$ cat config.mk
export PLATFORM = sky130hd
export DESIGN_NAME = fp_div_seq_flat
export DESIGN_NICKNAME = d
export VERILOG_FILES = /design/src/rtl/fp_div_seq_if.sv /design/src/rtl/fp_div_seq.sv /design/src/flat_wrapper.sv
export SDC_FILE = /design/constraint.sdc
export NUM_CORES = 1
export LEC_CHECK = 0
export BUFFER_PORTS_ARGS = -buffer_cell sky130_fd_sc_hd__buf_2
export CAP_MARGIN = 20
export CELL_PAD_IN_SITES_DETAIL_PLACEMENT = 0
export CELL_PAD_IN_SITES_GLOBAL_PLACEMENT = 1
export CORE_MARGIN = 5
export CORE_UTILIZATION = 46
export CTS_CLUSTER_SIZE = 25
export DETAILED_ROUTE_END_ITERATION = 8
export MAX_ROUTING_LAYER = met4
export PLACE_DENSITY = 0.83
export SETUP_SLACK_MARGIN = 0.4
export SLEW_MARGIN = 20
export SYNTH_ARGS = -nofsm -noshare
export SYNTH_HDL_FRONTEND = slang
export SYNTH_SLANG_ARGS = --single-unit
$ cat constraint.sdc
create_clock -name clk -period 6.9 [get_ports clk]
set_clock_uncertainty 0.1 [all_clocks]
set_input_delay 1.38 -clock clk [delete_from_list [all_inputs] [get_ports clk]]
set_output_delay 1.38 -clock clk [all_outputs]
set_load 0.01 [all_outputs]
$ cat src/rtl/fp_div_seq_if.sv
// Handshake/bus bundle for the sequential single-precision divider.
interface fp_div_seq_if;
  logic        start;
  logic [31:0] a;
  logic [31:0] b;
  logic        busy;
  logic        done;
  logic [31:0] y;
  logic        dbz;

  modport master (output start, a, b, input busy, done, y, dbz);
  modport slave  (input start, a, b, output busy, done, y, dbz);
endinterface

$ cat src/rtl/fp_div_seq.sv
// IEEE-754 single-precision divider, 1 quotient bit per cycle (restoring),
// fixed 26-cycle latency for every operand class, truncating rounding.
module fp_div_seq #(
  parameter logic [31:0] QNAN = 32'h7FC0_0000,
  parameter int          ITER = 25
) (
  input  logic         clk,
  input  logic         rst,
  fp_div_seq_if.slave  bus
);
  localparam int CW = $clog2(ITER);

  typedef enum logic [1:0] {S_IDLE, S_DIV, S_NORM} state_t;
  typedef enum logic [1:0] {R_NORMAL, R_NAN, R_INF, R_ZERO} res_t;
  typedef struct packed {
    logic        sign;
    logic [7:0]  exp;
    logic [22:0] man;
  } fp_t;

  state_t             r_state;
  logic [CW-1:0]      r_cnt;
  logic [24:0]        r_rem;
  logic [23:0]        r_den;
  logic [24:0]        r_q;
  logic               r_sign;
  logic signed [9:0]  r_e;
  res_t               r_res;
  logic               r_dbz_pend;
  logic               r_busy;
  logic               r_done;
  logic [31:0]        r_y;
  logic               r_dbz;

  fp_t  w_fa, w_fb;
  logic w_a_zero, w_a_inf, w_a_nan;
  logic w_b_zero, w_b_inf, w_b_nan;
  res_t w_res;
  logic w_dbz;

  assign w_fa = bus.a;
  assign w_fb = bus.b;

  // exp==0 covers denormals too: they are flushed to signed zero.
  assign w_a_zero = (w_fa.exp == 8'h00);
  assign w_a_inf  = (w_fa.exp == 8'hFF) && (w_fa.man == 23'd0);
  assign w_a_nan  = (w_fa.exp == 8'hFF) && (w_fa.man != 23'd0);
  assign w_b_zero = (w_fb.exp == 8'h00);
  assign w_b_inf  = (w_fb.exp == 8'hFF) && (w_fb.man == 23'd0);
  assign w_b_nan  = (w_fb.exp == 8'hFF) && (w_fb.man != 23'd0);

  always_comb begin
    w_res = R_NORMAL;
    w_dbz = 1'b0;
    if (w_a_nan || w_b_nan)                           w_res = R_NAN;
    else if ((w_a_inf && w_b_inf) || (w_a_zero && w_b_zero)) w_res = R_NAN;
    else if (w_b_zero && !w_a_inf) begin
      w_res = R_INF;
      w_dbz = 1'b1;
    end
    else if (w_a_inf)                                 w_res = R_INF;
    else if (w_a_zero || w_b_inf)                     w_res = R_ZERO;
  end

  // Restoring step: remainder stays below den, so bit 24 is free for the shift.
  logic        w_ge;
  logic [24:0] w_rem_sub;
  assign w_ge      = (r_rem >= {1'b0, r_den});
  assign w_rem_sub = w_ge ? (r_rem - {1'b0, r_den}) : r_rem;

  logic signed [9:0] w_exp_n;
  logic [22:0]       w_man;
  logic [31:0]       w_y;

  assign w_exp_n = r_q[24] ? (r_e + 10'sd127) : (r_e + 10'sd126);
  assign w_man   = r_q[24] ? r_q[23:1] : r_q[22:0];

  always_comb begin
    w_y = {r_sign, 31'd0};
    case (r_res)
      R_NAN:  w_y = QNAN;
      R_INF:  w_y = {r_sign, 8'hFF, 23'd0};
      R_ZERO: w_y = {r_sign, 31'd0};
      default: begin
        if (w_exp_n >= 10'sd255)   w_y = {r_sign, 8'hFF, 23'd0};
        else if (w_exp_n <= 10'sd0) w_y = {r_sign, 31'd0};
        else                        w_y = {r_sign, w_exp_n[7:0], w_man};
      end
    endcase
  end

  always_ff @(posedge clk) begin
    if (rst) begin
      r_state    <= S_IDLE;
      r_cnt      <= '0;
      r_rem      <= '0;
      r_den      <= '0;
      r_q        <= '0;
      r_sign     <= 1'b0;
      r_e        <= '0;
      r_res      <= R_NORMAL;
      r_dbz_pend <= 1'b0;
      r_busy     <= 1'b0;
      r_done     <= 1'b0;
      r_y        <= '0;
      r_dbz      <= 1'b0;
    end else begin
      r_done <= 1'b0;
      case (r_state)
        S_IDLE: begin
          if (bus.start) begin
            r_rem      <= {1'b0, 1'b1, w_fa.man};
            r_den      <= {1'b1, w_fb.man};
            r_q        <= '0;
            r_cnt      <= '0;
            r_sign     <= w_fa.sign ^ w_fb.sign;
            r_e        <= $signed({2'b00, w_fa.exp}) - $signed({2'b00, w_fb.exp});
            r_res      <= w_res;
            r_dbz_pend <= w_dbz;
            r_busy     <= 1'b1;
            r_state    <= S_DIV;
          end
        end
        S_DIV: begin
          r_q   <= {r_q[23:0], w_ge};
          r_rem <= {w_rem_sub[23:0], 1'b0};
          r_cnt <= r_cnt + 1'b1;
          if (r_cnt == CW'(ITER - 1)) r_state <= S_NORM;
        end
        S_NORM: begin
          r_y     <= w_y;
          r_dbz   <= r_dbz_pend;
          r_done  <= 1'b1;
          r_busy  <= 1'b0;
          r_state <= S_IDLE;
        end
        default: r_state <= S_IDLE;
      endcase
    end
  end

  assign bus.busy = r_busy;
  assign bus.done = r_done;
  assign bus.y    = r_y;
  assign bus.dbz  = r_dbz;
endmodule

$ cat src/flat_wrapper.sv
// flat-port wrapper written by rule: the top's interface ports become plain ports
module fp_div_seq_flat 
#(
  parameter logic [31:0] QNAN = 32'h7FC0_0000,
  parameter int          ITER = 25
)
  (clk, rst, bus_start, bus_a, bus_b, bus_busy, bus_done, bus_y, bus_dbz);
  fp_div_seq_if bus_i ();
  input  logic clk;
  input  logic rst;
  input wire logic [$bits(bus_i.start)-1:0] bus_start;
  input wire logic [$bits(bus_i.a)-1:0] bus_a;
  input wire logic [$bits(bus_i.b)-1:0] bus_b;
  output wire logic [$bits(bus_i.busy)-1:0] bus_busy;
  output wire logic [$bits(bus_i.done)-1:0] bus_done;
  output wire logic [$bits(bus_i.y)-1:0] bus_y;
  output wire logic [$bits(bus_i.dbz)-1:0] bus_dbz;
  assign bus_i.start = bus_start;
  assign bus_i.a = bus_a;
  assign bus_i.b = bus_b;
  assign bus_busy = bus_i.busy;
  assign bus_done = bus_i.done;
  assign bus_y = bus_i.y;
  assign bus_dbz = bus_i.dbz;
  fp_div_seq #(.QNAN(QNAN), .ITER(ITER)) u_core (.clk(clk), .rst(rst), .bus(bus_i));
endmodule
# Yosys cells after proc, flatten, opt, wreduce, memory -nomap -nowiden

Cells that the tools add are included.

Register bits after elaboration: 130
Word-level logic and storage cells: 82
Output and inout bits: 35
Input bits: 67

Bitwise logic cells: 1
Add/subtract/negate cells: 5
Multiplexer cells: 26
Eq/ne operators: 10
$lt $le $gt $ge: 3
Reduce and logical (&&, ||, !) cells: 24

Operator list:

| operator                                             | count |
|---|---|
| one-hot mux 25 bit (2 select lines)                  | 2 |
| one-hot mux 32 bit (3 select lines)                  | 1 |
| two-way mux 31 bit                                   | 2 |
| two-way mux 25 bit                                   | 2 |
| logical NOT 23 bit                                   | 2 |
| nonzero test 23 bit                                  | 2 |
| >= comparator 25 x 24 -> 1 bit                       | 1 |
| two-way mux 24 bit                                   | 1 |
| subtractor 24 bit                                    | 1 |
| two-way mux 23 bit                                   | 1 |
| adder 10 x 8 -> 10 bit, second input constant        | 2 |
| equality test 8 bit, second input constant           | 2 |
| logical NOT 8 bit                                    | 2 |
| two-way mux 2 bit                                    | 7 |
| >= comparator 10 x 9 -> 1 bit, second input constant | 1 |
| <= comparator 10 x 1 -> 1 bit, second input constant | 1 |
| two-way mux 10 bit                                   | 1 |
| one-hot mux 5 bit (2 select lines)                   | 1 |
| subtractor 8 x 8 -> 9 bit                            | 1 |
| AND reduction 2 bit                                  | 4 |
| logical AND 1 bit                                    | 7 |
| equality test 2 bit, second input constant           | 3 |
| adder 5 x 1 -> 5 bit, second input constant          | 1 |
| equality test 5 bit, second input constant           | 1 |
| other kinds (12)                                     | 20 |

# Logic depth before layout (Yosys ltp)

Depth after elaboration: 8
Gate-level depth with buffers: 13
Depth with buffers taken out: 11

# Least setup slack after synthesis

No wires, ideal clock.

Kind: input port to flip-flop
Start: input bus_b[25]
End: register u_core.r_e[8]
Path buffers: 0
Required time: 6.730 ns
Setup time: 0.070 ns
Path slack: 3.846 ns
Cell stages on the path: 10
Arrival time: 2.884 ns
Cells stage by stage: inv_1 -> ha_1 -> nor2b_1 -> o21ai_0 -> a21oi_1 -> o21ai_0 -> nand2b_1 -> a21o_1 -> a211o_1 -> a21oi_1

Cells in the longest elaborated chain, start to end: 1

RTL lines:

| element                   | RTL line           | text |
|---|---|---|
| start, declared           | flat_wrapper.sv:13 | `input wire logic [$bits(bus_i.b)-1:0] bus_b;` |
| subtractor 8 x 8 -> 9 bit | fp_div_seq.sv:117  | `r_e <= $signed({2'b00, w_fa.exp}) - $signed({2'b00, w_fb.exp});` |
| end signal, assigned      | fp_div_seq.sv:117  |  |
| end, declared             | fp_div_seq.sv:27   | `logic signed [9:0] r_e;` |

No other way between the ends.
A chain may end at the register's enable or synchronous reset.

# Worst setup path in the final report

Start: input bus_start
End: register u_core.r_dbz_pend

Cells in the longest elaborated chain, start to end: 1

RTL lines:

| element                              | RTL line           | text |
|---|---|---|
| start, declared                      | flat_wrapper.sv:11 | `input wire logic [$bits(bus_i.start)-1:0] bus_start;` |
| AND reduction 2 bit (no source line) | -                  |  |
| end signal, assigned                 | fp_div_seq.sv:119  | `r_dbz_pend <= w_dbz;` |
| end, declared                        | fp_div_seq.sv:29   | `logic r_dbz_pend;` |

No other way between the ends.

==> impl_results.md <==
* Fraction of layout cells with a size suffix above 1 at 0.156
* Pre-CTS setup slack at 2930 ps
* Total negative slack at 0 ps
* Mapped Cells at 883
* Antenna violations before repair at 0
* Yosys top cell by area: dfxtp_1
* Crit path required time at 7140 ps
* H-tree levels at 4
* Number of enable-type register cells in the synthesized netlist at 0
* Worst R2R Setup Slack at 3410 ps
* Vias per inst at 5.63
* Most common cell after layout, fill and taps aside: dfxtp_1
* Total power at 2.58 mW
* PD cells at 309 nW/um^2
* Maximum number of pins on one net before global-route repair at 73
* DP HPWL at 13.8 mm
* TritonCTS Buffers at 17
* Status: completed
* Clock buffer depth at 2
* GR Overflow Total at 0
* Fmax at 279 MHz
* Hold_buf cts at 0
* Drc violations at 0
* Iter 0 DRT Violations at 450
* Max cap viols at 0
* IO buf count at 101
* Final hold vios at 0
* Antenna viol nets, final at 0
* WHS Path Cells at 2
* Finished Layout Cells at 1,164
* DRT Pass-1 Iters at 5
* Post-synth top area share at 0.361
* Crit end category: flop
* Crit path max-delay cell type: nor2_1
* GR Layer Usage met3 at 0.0428
* FILL cells at 1,503
* Worst min-delay path startpoint: u_core.bus.y[8]
* Final setup vio count at 0
* Rows at 45
* Drt wl/cell at 16.2 um
* Die area at 18,100 um^2
* Final period utilization at 0.520
* Core box area at 15,200 um^2
* Netlist Area Pre-Place at 7150 um^2
* Clock Root Buffer: clkbuf_16
* Max stage delay on crit path at 820 ps
* Mean Syn Cell Area at 8.10 um^2
* Total I/O pin count at 102
* Final core utilization at 0.550
* GRT Overall Usage at 0.215
* Grt peak-use layer: met2
* CP Class: in -> reg
* Worst-margin pin slew at 1090 ps
* Die height at 135 um
* Worst hold-check path type: reg -> reg
* Capturing point of the worst reg2reg path: u_core.r_rem[14]
* Die width at 135 um
* Clock latency on the worst-skew pair at 410 ps
* Synth area leaders: dfxtp_1 36%, ha_1 7.0%, nand2_1 6.5%, a21oi_1 5.1%, mux2i_1 4.3%
* CP Cell Sequence: buf_2, nor2_1, nor2_1, nand2_2, buf_4, a211oi_1, a32oi_1, nor2_1
* Ys async rst share at 0
* Top FF cell, synth: dfxtp_1
* Slew HR at 0.268
* RSZ-0062 raised after global routing: no
* Distinct cells, synth at 60
* Most frequent cells in the layout: 129 x dfxtp_1, 123 x nand2_1, 101 x buf_2
* Critical-path maximum fanout at 42
* Setup ws final at 3310 ps
* Post-layout min period at 3590 ps
* Vias at 6,558
* CTS tree: built
* Most frequent cell on the critical path: nor2_1
* RePlAce Congestion at 0.910
* Seq cells post-synth at 129
* Area Growth Syn to Fin at 16.9%
* Worst Hold End: u_core.bus.y[8]
* CTS Sinks at 129
* Leakage Power at 3.41 nW
* Vias in the first global route at 6,215
* DRT Wirelength at 18.8 mm
* Met1 Use GR at 0.302
* VDD IR max at 205 uV
* Clock slew at reported path FFs at 60 ps
* Worst setup SP type: input port
* Worst reg2reg path startpoint: u_core.r_den[11]
* DP Cell Count at 1,131
* Setup Buffers After CTS at 0
* Post-CTS Resized at 0
* Worst r2r path cells at 9
* Max Slew Vio Count at 0
* GR Util met2 at 0.319
* Starting Density at 0.470
* Yosys warns at 0
* Seq/Total Area, Yosys at 0.361
* Syn nets at 992
* Ant. Diodes at 0
* Fin nets at 1,072
* Data arrival, critical path at 3830 ps
* First-pass GRT wire length at 30.9 mm
-- state kept, by name (all words and copies together), names as in the netlist --
| name | flops |
|---|---|
| u_core.r_den | 24 |
| u_core.r_cnt | 5 |
| u_core.r_dbz_pend | 1 |
| u_core.bus.dbz | 1 |
| u_core.r_rem | 25 |
| u_core.bus.done | 1 |
| u_core.r_e | 9 |
| u_core.bus.y | 32 |
| u_core.r_sign | 1 |
| u_core.bus.busy | 1 |
| u_core.r_state | 2 |
| u_core.r_res | 2 |
| u_core.r_q | 25 |
-- worst max-delay path: cells and delay by family --
kind	cells	cell delay [ps]
and+or+nand+nor	4	1370
buffers and inverters	2	490
AOI/OAI and AO/OA	2	590
-- logic make-up (layout without fill, tap and decap cells) --
group | Yosys count | after routing | share of synthesized area
flops | 129 | 129 | 0.361
mux | 32 | 32 | 0.0450
buf+inv | 103 | 196 | 0.0577
simple gates | 285 | 285 | 0.185
fa+ha+maj | 42 | 42 | 0.0756
compound gates | 262 | 262 | 0.238
xor+xnor | 30 | 30 | 0.0367
-- where the power goes --
part / internal [mW] / total (mW) / switching (mW)
combinational: 0.329 / 0.839 / 0.510
clock: 0.540 / 0.894 / 0.354
sequential: 0.799 / 0.850 / 0.0507
-- stage by stage --
step,area (um^2),hold slack [ps]
5_1_grt,8360,371
4_1_cts,8340,350
6_report,8360,345
3_3_place_gp,7750,330
3_5_place_dp,7750,336
2_1_floorplan,7150,331
-- metal layers --
metal,up-vias,wire [um],part of all wire
li1,3363,-,-
met1,3012,9460,0.50
met2,170,8180,0.43
met3,13,1070,0.057
met4,0,140,0.0074
met5,-,0,0
-- cell type report --
cell class	count	area, um^2	share of cell area
Clock buffer	19	433	0.0518
Sequential cell	129	2580	0.309
Multi-Input combinational cell	651	4170	0.499
Tap cell	188	235	0.0281
Clock inverter	13	153	0.0183
Timing Repair Buffer	110	581	0.0695
Inverter	54	203	0.0243
-- worst max path at each step --
stage | start | endpoint | slack, ps | depth (start not counted)
finish | bus_start | u_core.r_dbz_pend | 3310 | 8
global route | u_core.r_den[1] | u_core.r_rem[14] | 3100 | 10
CTS | bus_start | u_core.r_dbz_pend | 3360 | 8
detailed placement | bus_start | u_core.r_dbz_pend | 2930 | 8
global placement | bus_start | u_core.r_dbz_pend | 2970 | 8
floorplan | bus_b[25] | u_core.r_e[8] | 3850 | 10
-- synthesized netlist by cell type, types with 3 or more instances --
master,count
dfxtp_1,129
nand2_1,124
a21oi_1,73
nor2_1,57
inv_1,54
o21ai_0,50
ha_1,40
clkbuf_1,38
mux2i_1,31
a22o_1,25
a211oi_1,20
a31oi_1,17
nand3_1,16
xor2_1,16
nor3_1,15
xnor2_1,14
nand4_1,13
o22ai_1,13
nor4_1,11
a21o_1,10
nor2b_1,9
o31ai_1,9
nand2b_1,6
nand3b_1,6
or3_1,6
or4_1,6
buf_1,5
o2111ai_1,5
o21a_1,5
o221ai_1,4
a221oi_1,3
a311oi_1,3
and3_1,3
buf_2,3
buf_6,3
o211ai_1,3
o21bai_1,3
o41ai_1,3
or2_2,3
No activity file was read; power rests on OpenSTA's default activity.
